$ cat config.mk
export PLATFORM = sky130hd
export DESIGN_NAME = chain_tail
export DESIGN_NICKNAME = d
export VERILOG_FILES = /design/src/rtl/chain_tail.sv
export SDC_FILE = /design/constraint.sdc
export NUM_CORES = 1
export LEC_CHECK = 0
export CORE_MARGIN = 3
export CORE_UTILIZATION = 30
export CTS_CLUSTER_SIZE = 10
export DETAILED_ROUTE_END_ITERATION = 8
export DONT_BUFFER_PORTS = 1
export PLACE_DENSITY = 0.42
export SLEW_MARGIN = 30
export SYNTH_ARGS = -nofsm -noshare
export SYNTH_HDL_FRONTEND = slang
export SYNTH_SLANG_ARGS = --single-unit
$ cat constraint.sdc
create_clock -name clk -period 4.7 [get_ports clk]
set_clock_uncertainty 0.2 [all_clocks]
set_input_delay 0.705 -clock clk [delete_from_list [all_inputs] [get_ports clk]]
set_output_delay 0.705 -clock clk [all_outputs]
set_load 0.01 [all_outputs]
$ cat src/rtl/chain_tail.sv
// chain_tail: terminal sink of the snode chain; RDC event FIFO plus sticky status and pulses.
package chain_pkg;
  typedef enum logic [2:0] {DEL = 3'd0, ADD = 3'd1, SET = 3'd2, RDC = 3'd3, MSC = 3'd4} opc_e;
endpackage

module chain_tail
  import chain_pkg::*;
#(
  parameter int DEPTH = 4,
  parameter int CW    = 16
) (
  input  logic          clk,
  input  logic          rst_n,
  input  logic          bgn_in,
  output logic          fns_out,
  input  logic [2:0]    opc_in,
  input  logic          mode_in,
  input  logic [27:0]   id_in,
  output logic          evt_valid,
  input  logic          evt_ready,
  output logic          evt_mode,
  output logic [27:0]   evt_id,
  output logic          conflict,
  output logic          chain_full,
  output logic          err,
  output logic          sweep_done,
  output logic          del_ack,
  output logic [CW-1:0] set_cnt,
  input  logic          clr
);
  localparam int AW = $clog2(DEPTH);
  localparam logic [AW:0] FULL = DEPTH[AW:0];
  logic [28:0]   r_mem [DEPTH];
  logic [AW-1:0] r_wr, r_rd;
  logic [AW:0]   r_cnt;
  logic          r_rdy, r_fns, r_conf, r_full, r_err, r_sweep, r_del;
  logic [CW-1:0] r_set;
  logic          w_push, w_pop, w_msc;
  assign w_push     = r_fns && opc_in == RDC;
  assign w_pop      = r_cnt != '0 && evt_ready;
  assign w_msc      = r_fns && opc_in == MSC;
  assign fns_out    = r_fns;
  assign evt_valid  = r_cnt != '0;
  assign {evt_mode, evt_id} = evt_valid ? r_mem[r_rd] : '0;
  assign conflict   = r_conf;
  assign chain_full = r_full;
  assign err        = r_err;
  assign sweep_done = r_sweep;
  assign del_ack    = r_del;
  assign set_cnt    = r_set;
  always_ff @(posedge clk)
    if (w_push) r_mem[r_wr] <= {mode_in, id_in};
  // r_rdy holds off the first handshake until one full edge after reset release
  always_ff @(posedge clk or negedge rst_n) begin
    if (!rst_n) begin
      r_rdy   <= 1'b0;
      r_fns   <= 1'b0;
      r_wr    <= '0;
      r_rd    <= '0;
      r_cnt   <= '0;
      r_conf  <= 1'b0;
      r_full  <= 1'b0;
      r_err   <= 1'b0;
      r_sweep <= 1'b0;
      r_del   <= 1'b0;
      r_set   <= '0;
    end else begin
      r_rdy   <= 1'b1;
      r_fns   <= r_rdy && bgn_in && !r_fns && r_cnt < FULL;
      r_wr    <= r_wr + AW'(w_push);
      r_rd    <= r_rd + AW'(w_pop);
      r_cnt   <= r_cnt + (AW+1)'(w_push) - (AW+1)'(w_pop);
      r_conf  <= (r_conf && !clr) || (w_push && !mode_in);
      r_full  <= (r_full && !clr) || (r_fns && opc_in == ADD) || (w_msc && id_in == 28'd0);
      r_err   <= (r_err && !clr) || (r_fns && opc_in > MSC) || (w_msc && id_in == 28'd2);
      r_sweep <= w_msc && id_in == 28'd1;
      r_del   <= r_fns && opc_in == DEL;
      r_set   <= (clr ? '0 : r_set) + CW'(r_fns && opc_in == SET);
    end
  end
endmodule

---- After elaboration in Yosys (flattened, before gate mapping) ----
Memories as Yosys holds them, arrays and structs flattened.
Index checks and enable logic that the tools add are counted.
storage, ports and cells
  memories kept ........................... 1
  bits in writable memories ............... 116
  output and inout port bits .............. 52
  register bits after elaboration ......... 30
  input bits .............................. 37
  logic and storage cells ................. 57
cells by class
  muxes and demuxes ....................... 4
  order comparisons ....................... 2
  equality and inequality tests ........... 6
  add/sub/neg operators ................... 5
  reductions and logical operators ........ 28
memory list
  memory  words  width  rd ports  clocked after memory_dff  write ports  RTL line  text
  r_mem   4      29     1         0                         1            33        logic [28:0] r_mem [DEPTH];
operators with widths
  operator                                                                count
  29-bit two-way mux                                                      1
  28-bit by 1-bit equality test with 1-bit output, second input constant  1
  28-bit by 2-bit equality test with 1-bit output, second input constant  1
  28-bit logical NOT                                                      1
  1-bit logical AND                                                       17
  16-bit by 1-bit adder with 16-bit output                                1
  16-bit two-way mux                                                      1
  3-bit by 2-bit equality test with 1-bit output, second input constant   2
  1-bit logical OR                                                        5
  2-bit by 1-bit adder with 2-bit output                                  2
  3-bit by 1-bit adder with 3-bit output                                  1
  3-bit by 1-bit equality test with 1-bit output, second input constant   1
  3-bit equality test, second input constant                              1
  3-bit > comparator, second input constant                               1
  1-bit logical NOT                                                       3
  3-bit logical NOT                                                       1
  3-bit < comparator, second input constant                               1
  3-bit nonzero test                                                      1
  3-bit by 1-bit subtractor with 3-bit output                             1
  1-bit two-way mux                                                       2

---- Logic depth before layout (Yosys ltp) ----
Gate-level depths: netlist of the first run.
  depth in word-level cells ............... 4
  depth in mapped cells ................... 9
  depth with buffers taken out ............ 9

---- Worst setup path after synthesis of the first run ----
OpenSTA, ideal clock, no wires.
  path type ............................... input-to-reg
  start ................................... in opc_in[2]
  end ..................................... mem r_mem[1][0] (enable)
  buffers on the path ..................... 0
  data arrival time ....................... 3.258 ns
  stages .................................. 3
  slack ................................... 0.784 ns
  cell sequence ........................... nor2b_1 -> nand3_1 -> nor3b_1
between the ends
  cells in the longest elaborated chain, start to end .. 4
RTL lines
  item                                            RTL line  text
  from (decl)                                     16        input logic [2:0] opc_in,
  3-bit by 2-bit equality test with 1-bit output  39        assign w_push = r_fns && opc_in == RDC;
  1-bit logical AND                               39
  1-bit two-way mux                               52        if (w_push) r_mem[r_wr] <= {mode_in, id_in};
  1-bit two-way mux (implied by the code)         52
  to (decl)                                       33
Every way passes these cells.

---- Worst setup path after layout of the first run ----
  start ................................... reg r_rd[0]
  end ..................................... out evt_id[9]
between the ends
  cells in the longest elaborated chain, start to end .. 2
RTL lines
  item                    RTL line  text
  from (decl)             34        logic [AW-1:0] r_wr, r_rd;
  from (signal assigned)  71        r_rd <= r_rd + AW'(w_pop);
  memory 4 x 29 bit       --
  29-bit two-way mux      44        assign {evt_mode, evt_id} = evt_valid ? r_mem[r_rd] : '0;
  to (decl)               22        output logic [27:0] evt_id,
Every way passes these cells.

==> impl_metrics.csv, run 1 <==
group,metric,value,unit
outcome,outcome,"complete, no violations",
placement,pre_cts_ws,1870,ps
clock_tree,cts_sinks,146,
detailed_routing,vias,2867,
detailed_routing,antenna_left,0,
power_and_ir_drop,p_per_area,519,nW/µm²
die,coreArea,18900,µm²
yosys,synth-async-reset-ratio,0.205,
placement,dp_hpwl,7840,µm
placement,dp.cells,580,
placement,place_congestion,0.692,
yosys,post_synth.cell_area_avg,17.9,µm²
grt,grt_pass1_wl,19500,µm
sta,setup_violations,0,
clock_tree,cts_max_path_buffers,2,
setup_path,reg2reg_slack,1980,ps
detailed_routing,via_per_inst,4.67,
cells_and_area,multiInputGateArea,1530,µm²
sta,tns,0,ps
cells_and_area,drive_above_1_share,0.215,
detailed_routing,first_pass_iters,6,
sta,post-route-period-util,0.641,
cells_and_area,nets,383,
die,die_y,145,µm
yosys,synth_cell_type_count,38,
sta,fin_ws,1690,ps
clock_tree,clockRootBuffer,"clkbuf_16",
clock_tree,cts.clk_slew.worst_paths,60,ps
cells_and_area,seq_area,4240,µm²
cells_and_area,num_antenna_cells,0,
yosys,yosysTopAreaCell,"edfxtp_1",
setup_path,critPathMaxFanout,30,
cells_and_area,fillers,1835,
setup_path,startpoint_type,"flip-flop",
hold_path,hp-start,"clr",
power_and_ir_drop,p_leak,2.23,nW
yosys,synthesis.nets,367,
yosys,ys.warnings.count,0,
clock_tree,cts-buffers-inserted,17,
flow_run,max-cap-violations,0,
detailed_routing,post_drt_wl_per_cell,20.3,µm
cells_and_area,areaGrowthSynthToFinish,17.3,%
yosys,yosysMostFrequentCell,"edfxtp_1",
hold_path,hold_path_class,"primary input to flip-flop",
cells_and_area,finalNonFillerCells,614,
sta,min_period,3010,ps
placement,placed_area,6210,µm²
detailed_routing,drc,0,
grt,track_usage,0.124,
grt,grt_pass1_vias,3067,
grt,antenna_found_initial,0,
yosys,yosysTopAreaCellShare,0.599,
setup_path,cp.arrival,2110,ps
cells_and_area,stdcell_area,6820,µm²
yosys,syn_inst,325,
die,pin_count,89,
yosys,ys.flop_type,"edfxtp_1",
yosys,yosysSeqAreaShare,0.728,
sta,rsz0062_at_grt,"no",
die,dieArea,21100,µm²
clock_tree,cts_hold_buf,2,
placement,io_buffers,0,
clock_tree,cts_resized,0,
hold_path,hold_depth,1,
sta,relSlewSlack,0.381,
hold_path,hold_path_end,"set_cnt[12]",
yosys,synth_common_cells,"edfxtp_1 (116), and2_1 (30), dfrtp_1 (30)",
yosys,synth_edf_count,116,
setup_path,r2r-start,"fns_out",
setup_path,reg2reg_depth,4,
setup_path,r2r-end,"r_mem[1][26]",
yosys,ys_top_cells_by_area,"edfxtp_1 (60%), dfrtp_1 (13%), mux4_2 (11%)",
setup_path,critPathKind,"flip-flop to primary output",
clock_tree,insertion_delay,410,ps
sta,worst-slew-pin-transition,924,ps
yosys,ys_ff_latch,146,
yosys,syn_area,5820,µm²
detailed_routing,wirelength,12500,µm
sta,drv_slew,0,
setup_path,cp.required,3800,ps
die,start_util,0.308,
setup_path,end_kind,"primary output",
sta,fmax,332,MHz
grt,grt_overflow,0,
sta,hold_violations,0,
detailed_routing,initialDrtViolationCount,127,
die,die_x,145,µm
clock_tree,post-cts-setup-buffers,0,
power_and_ir_drop,ir_drop,0.313,mV
clock_tree,cts_tree,"done",
grt,grt_max_degree,33,
clock_tree,htreeDepth,4,
die,row_count,50,
## state kept, by name (all words and copies together), names as in the netlist, 2 cells and up
name and flops:
r_cnt 3, r_mem 116, r_rd 2, r_wr 2, set_cnt 16
## metrics by stage
stage / hold slack, ps / power [W] / util
after global placement: 210 / 0.00229 / 0.327
after CTS: 124 / 0.00360 / 0.361
final: 145 / 0.00354 / 0.361
after global routing: 118 / 0.00371 / 0.361
after detailed placement: 210 / 0.00229 / 0.329
after floorplan: 209 / 0.00213 / -
## worst max-delay path by stage
| stage | depth (start not counted) | to | startpoint |
|---|---|---|---|
| finish | 2 | evt_id[9] | r_rd[0] |
| global placement | 2 | evt_id[16] | r_rd[0] |
| global route | 2 | evt_id[9] | r_rd[0] |
| CTS | 2 | evt_id[26] | r_rd[0] |
| detailed placement | 4 | r_mem[0][20] | opc_in[2] |
| floorplan | 3 | r_mem[1][0] | opc_in[2] |
## placed cells by master (no fill, tap or decap), types with 2 or more instances in the layout
| cell | Yosys | routed |
|---|---|---|
| a21oi_1 | 4 | 4 |
| or3_2 | 1 | 2 |
| clkinv_4 | 0 | 2 |
| nor4_1 | 7 | 7 |
| edfxtp_1 | 116 | 116 |
| and2_1 | 30 | 30 |
| mux4_2 | 29 | 29 |
| xor2_1 | 3 | 3 |
| ha_1 | 4 | 4 |
| nand3_1 | 7 | 7 |
| o31ai_1 | 3 | 3 |
| or4_1 | 2 | 2 |
| xnor2_1 | 12 | 12 |
| or3_1 | 3 | 2 |
| buf_4 | 0 | 3 |
| clkbuf_16 | 0 | 17 |
| nand2_1 | 9 | 9 |
| inv_1 | 8 | 8 |
| nand4_1 | 4 | 4 |
| o21ai_0 | 3 | 3 |
| nor3_1 | 6 | 5 |
| clkinv_2 | 0 | 2 |
| clkinvlp_4 | 0 | 5 |
| nor2b_1 | 4 | 4 |
| nand2b_1 | 2 | 2 |
| dfrtp_1 | 30 | 29 |
| clkbuf_8 | 0 | 3 |
| nor2_1 | 12 | 11 |
| buf_12 | 0 | 3 |
## kinds of logic after synthesis
kind of cell,after synthesis,synth area share
and+or+nand+nor,95,0.0940
buffers and inverters,19,0.0129
AOI/OAI and AO/OA,15,0.0174
other,1,0.000645
xor gates and xnor gates,15,0.0226
adders and majority gates,5,0.0120
muxes,29,0.112
DFF,146,0.728
## power breakdown
part | switching (W) | internal [W] | total (W)
Sequential | 0.000132 | 0.00144 | 0.00158
Clock | 0.000523 | 0.000769 | 0.00129
Combinational | 0.000321 | 0.000347 | 0.000669
## layout make-up
cell class              instances  area share
multi-input cells             160       0.225
inverters                       8     0.00440
flip-flops and latches        146       0.621
clock inverters                12      0.0158
clock buffers                  20      0.0684
well taps                     260      0.0477
repair buffers                  8      0.0176
## critical path, cell delays in order (launching register included)
cell	delay [ps]
dfrtp_4	860
mux4_2	610
and2_1	210
## layer usage
metal | vias up | share of wire | GRT usage
li1 | 1294 | - | -
met1 | 1491 | 0.42 | 0.147
met2 | 73 | 0.49 | 0.197
met3 | 9 | 0.079 | 0.0640
met4 | 0 | 0.010 | 0.0356
met5 | - | 0 | 0
No activity file was read; power rests on OpenSTA's default activity.
==> run 2, diff against run 1 <==
Clock period 4.7 ns to 3.01 ns, I/O delays scaled along.
==> run 2 against run 1 <==
Against the previous run:
- global-route usage grew 0.77 points
- sequential cell count is the same
- register-to-register slack lost 1500 ps
- setup slack lost 1300 ps
- critical path depth grew 1
- clock power grew 62%
- power grew 62%
- highest routed layer unchanged
==> impl_metrics.csv, run 2 (synthesized netlist as in run 1, its figures left out) <==
group,metric,value,unit
outcome,outcome,"complete, no violations",
setup_path,r2r-end,"set_cnt[12]",
sta,rsz0062_at_grt,"no",
sta,fmax,381,MHz
cells_and_area,fillers,1809,
sta,hold_violations,0,
setup_path,reg2reg_slack,470,ps
setup_path,r2r-start,"fns_out",
placement,io_buffers,0,
clock_tree,insertion_delay,410,ps
sta,min_period,2620,ps
die,pin_count,89,
clock_tree,cts_hold_buf,35,
clock_tree,htreeDepth,4,
placement,dp.cells,585,
setup_path,cp_top_family,"multiplexers",
grt,use_met2,0.215,
grt,track_usage,0.131,
detailed_routing,first_pass_iters,4,
setup_path,startpoint_type,"flip-flop",
setup_path,cp.arrival,1970,ps
setup_path,critPathKind,"flip-flop to primary output",
placement,dp_hpwl,8000,µm
placement,place_congestion,0.746,
die,dieArea,21100,µm²
die,die_y,145,µm
die,die_x,145,µm
detailed_routing,post_drt_wl_per_cell,20.0,µm
grt,grt_overflow,0,
sta,drv_slew,0,
detailed_routing,via_per_inst,4.73,
cells_and_area,layout_common_cells,"edfxtp_1 (116), dlygate4sd3_1 (34), and2_1 (30)",
setup_path,end_kind,"primary output",
die,start_util,0.308,
setup_path,crit_slowest_cell,"mux4_2",
clock_tree,cts-buffers-inserted,17,
flow_run,max-cap-violations,0,
grt,antenna_found_initial,0,
clock_tree,cts_tree,"done",
setup_path,critPathMaxFanout,10,
setup_path,cp.required,2360,ps
clock_tree,cts_sinks,146,
setup_path,slowest_delay,540,ps
die,coreArea,18900,µm²
grt,globalRoute.busiestLayer,"met2",
setup_path,crit_cells,3,
detailed_routing,wirelength,13100,µm
setup_path,path_buf_inv,1,
cells_and_area,layout_commonest_cell,"edfxtp_1",
grt,use_met3,0.0472,
hold_path,hold_path_class,"primary input to flip-flop",
cells_and_area,finalNonFillerCells,652,
detailed_routing,vias,3083,
grt,grt_pass1_vias,3438,
setup_path,cp_cell_sequence,"buf_4 -> mux4_2 -> and2_1",
clock_tree,post-cts-setup-buffers,0,
die,row_count,50,
detailed_routing,antenna_left,0,
grt,use_met1,0.160,
cells_and_area,drive_above_1_share,0.186,
cells_and_area,regMostFlops,"r_mem",
cells_and_area,num_antenna_cells,0,
hold_path,hp-start,"clr",
power_and_ir_drop,ir_drop,0.541,mV
setup_path,cp-startpoint,"r_rd[0]",
hold_path,hold_path_end,"set_cnt[6]",
cells_and_area,areaGrowthSynthToFinish,23.9,%
hold_path,hold_depth,2,
sta,setup_violations,0,
clock_tree,cts_max_path_buffers,2,
power_and_ir_drop,p_per_area,795,nW/µm²
clock_tree,clockRootBuffer,"clkbuf_16",
setup_path,reg2reg_depth,9,
detailed_routing,drc,0,
sta,tns,0,ps
cells_and_area,largest_register_ffs,116,
sta,post-route-period-util,0.871,
cells_and_area,nets,421,
grt,grt_max_degree,32,
detailed_routing,initialDrtViolationCount,169,
power_and_ir_drop,p_leak,2.42,nW
clock_tree,cts.clk_slew.worst_paths,60,ps
grt,grt_pass1_wl,20800,µm
clock_tree,cts_resized,0,
## run 2: per-stage QoR
stage	worst slack, ps	cell area (µm²)	util	total power, W	hold slack, ps
after floorplan	132	5830	-	0.00332	-44.1
after global placement	540	6260	0.331	0.00365	-43.2
final	388	7210	0.381	0.00573	23.7
after global routing	244	7210	0.381	0.00604	8.40
after detailed placement	432	6260	0.331	0.00367	-43.2
after CTS	304	7210	0.381	0.00584	2.48
## run 2: routing by layer
layer,vias up,share of wire
met3,18,0.060
met2,94,0.50
met1,1599,0.42
met5,-,0
met4,0,0.017
li1,1372,-
## run 2: where the power goes
group	total, W	switching, W	internal (W)
registers	0.00235	0.0000991	0.00225
logic	0.00128	0.000651	0.000632
clock network	0.00209	0.000748	0.00134
## run 2: worst max path at each step
stage                  endpoint  slack, ps
floorplan           r_mem[2][0]        130
CTS                  evt_id[27]        300
detailed placement  set_cnt[12]        430
global route         evt_id[27]        240
global placement    set_cnt[12]        540
finish               evt_id[27]        390
## run 2: layout make-up
| cell class | count | area (µm²) | share of cell area |
|---|---|---|---|
| Clock inverter | 7 | 110 | 0.0153 |
| Clock buffer | 25 | 475 | 0.0660 |
| Inverter | 8 | 30.0 | 0.00417 |
| Sequential cell | 146 | 4240 | 0.588 |
| Tap cell | 260 | 325 | 0.0451 |
| Timing Repair Buffer | 46 | 493 | 0.0684 |
| Multi-Input combinational cell | 160 | 1540 | 0.213 |
==> run 3, diff against run 2 <==
Settings changed: ABC_CLOCK_PERIOD_IN_PS set to 2320, PLACE_DENSITY 0.42 to 0.43.
Clock period 3.01 ns to 2.32 ns, I/O delays scaled along.
==> run 3 against run 2 <==
Against the previous run:
- the flow now finishes with violations (negative setup slack)
- die area is the same
- wire length grew 3.2%
- first-iteration DRC count shrank 35%
- sequential share of layout area shrank 3.1 points
- sequential cell count is the same
- via count grew 2.9%
- cell count grew 3.7%
- final area grew 5.7%
- clock power grew 30%
- utilization grew 2.2 points
- hold slack gained 7.6 ps
- critical path type unchanged
- critical endpoint is now evt_id[16]
==> impl_metrics.csv, run 3 (synthesized netlist as in run 1, its figures left out) <==
group,metric,value,unit
outcome,outcome,"finished, violations left",
outcome,violations,"negative setup slack",
clock_tree,cts_tree,"done",
grt,grt_overflow,0,
detailed_routing,m1WireLength,5990,µm
detailed_routing,initialDrtViolationCount,110,
sta,rsz0062_at_grt,"yes",
placement,pre_cts_ws,71.3,ps
clock_tree,insertion_delay,410,ps
placement,dp_hpwl,8270,µm
flow_run,max-cap-violations,0,
detailed_routing,dr.max_layer_used,"met4",
die,start_util,0.308,
die,die_x,145,µm
sta,whs,31.3,ps
cells_and_area,fillers,1759,
detailed_routing,vias,3171,
clock_tree,clockRootBuffer,"clkbuf_16",
detailed_routing,drc,0,
power_and_ir_drop,ir_drop,0.534,mV
die,coreArea,18900,µm²
grt,antenna_found_initial,0,
clock_tree,cts-buffers-inserted,17,
placement,place_congestion,0.729,
cells_and_area,layout_commonest_cell,"edfxtp_1",
detailed_routing,first_pass_iters,4,
sta,setup_violations,4,
grt,grt_pass1_wl,21700,µm
sta,fin_ws,-19.0,ps
power_and_ir_drop,p_per_area,1050,nW/µm²
cells_and_area,nets,445,
setup_path,cp.arrival,1790,ps
hold_path,hold_depth,3,
cells_and_area,areaGrowthSynthToFinish,30.9,%
detailed_routing,antenna_left,0,
sta,hold_violations,0,
hold_path,hold_path_class,"primary input to flip-flop",
setup_path,reg2reg_slack,120,ps
detailed_routing,wirelength,13500,µm
clock_tree,cts_sinks,146,
grt,track_usage,0.135,
sta,relSlewSlack,0.658,
cells_and_area,multiInputGateArea,1630,µm²
setup_path,reg2reg_depth,9,
detailed_routing,route.met2.wl,6610,µm
hold_path,hold_path_end,"err",
clock_tree,cts_max_path_buffers,2,
setup_path,r2r-start,"fns_out",
cells_and_area,layout_common_cells,"edfxtp_1 (116), dlygate4sd3_1 (43), mux4_2 (29), and2_4 (29), dfrtp_1 (29)",
grt,grt_max_degree,32,
die,die_y,145,µm
cells_and_area,regMostFlops,"r_mem",
sta,drv_slew,0,
detailed_routing,post_drt_wl_per_cell,19.9,µm
detailed_routing,dr_wl_met3,688,µm
die,row_count,50,
cells_and_area,num_antenna_cells,0,
power_and_ir_drop,p_leak,2.65,nW
cells_and_area,drive_above_1_share,0.298,
clock_tree,htreeDepth,4,
setup_path,end_kind,"primary output",
sta,min_period,2340,ps
setup_path,startpoint_type,"flip-flop",
cells_and_area,largest_register_ffs,116,
hold_path,hp-start,"opc_in[0]",
power_and_ir_drop,power.total,0.00802,W
setup_path,r2r-end,"set_cnt[3]",
setup_path,cp.required,1770,ps
sta,worst-slew-pin-transition,508,ps
sta,post-route-period-util,1.01,
detailed_routing,via_per_inst,4.69,
sta,fmax,428,MHz
setup_path,critPathMaxFanout,6,
die,dieArea,21100,µm²
setup_path,critPathKind,"flip-flop to primary output",
cells_and_area,seq_area,4240,µm²
grt,grt_pass1_vias,3580,
clock_tree,cts.clk_slew.worst_paths,60,ps
die,pin_count,89,
placement,io_buffers,0,
==> run 3: cell count changes in the layout (fill, tap and decap cells not counted), moves of 2 or more <==
cell,previous run,this run
and2_1,30,1
and2_4,0,29
dlygate4sd3_1,34,43
buf_4,7,13
clkbuf_1,6,1
clkinv_4,0,5
buf_12,5,9
buf_16,0,2
buf_8,0,2
clkbuf_8,2,0
==> run 3: critical path, cell delays in order (launching register included) <==
cell and delay, ps:
dfrtp_2 380, buf_12 150, buf_12 140, mux4_2 520, and2_4 190
==> run 3: how the worst max path moves through the flow <==
stage / startpoint / end / depth (start not counted)
finish: r_rd[0] / evt_id[16] / 4
global route: r_rd[0] / evt_id[21] / 4
CTS: r_rd[0] / evt_id[21] / 4
detailed placement: fns_out / set_cnt[12] / 9
global placement: opc_in[2] / set_cnt[12] / 9
floorplan: fns_out / r_mem[3][0] / 4
==> run 3: timing repair <==
item / in CTS / in global routing
setup buffers: 3 / 0
gates resized for setup: 33 / 8
hold buffers: 44 / 0
cloned: 2 / 0
setup endpoints to repair: 27 / 31
hold endpoints to repair: 170 / 0
==> run 3: through the flow <==
| stage | instances | setup TNS, ps | cell area [µm²] | utilization |
|---|---|---|---|---|
| floorplan | 325 | -3780 | 5850 | - |
| global placement | 595 | 0 | 6370 | 0.337 |
| detailed placement | 595 | 0 | 6370 | 0.337 |
| CTS | 676 | -638 | 7580 | 0.401 |
| global route | 676 | -1610 | 7610 | 0.403 |
| finish | 676 | -43.9 | 7610 | 0.403 |
==> run 3: final cells by class <==
cell class | instances | share of cell area
Sequential cell | 146 | 0.556
Multi-Input combinational cell | 160 | 0.213
Timing Repair Buffer | 70 | 0.106
Clock buffer | 18 | 0.0564
Tap cell | 260 | 0.0427
Clock inverter | 14 | 0.0215
Inverter | 8 | 0.00394
==> run 3: routing by layer <==
layer	up-vias	global-route usage
met4	0	0.0484
met5	-	0
met1	1665	0.177
met3	13	0.0422
li1	1424	-
met2	69	0.215
==> run 3: report_power, final <==
part / total, W / internal, W / leakage [nW] / switching [W]
sequential: 0.00302 / 0.00292 / 1.44 / 0.0000916
clock: 0.00272 / 0.00169 / 0.291 / 0.00103
combinational: 0.00228 / 0.00130 / 0.916 / 0.000985
total: 0.00802 / 0.00591 / 2.65 / 0.00211
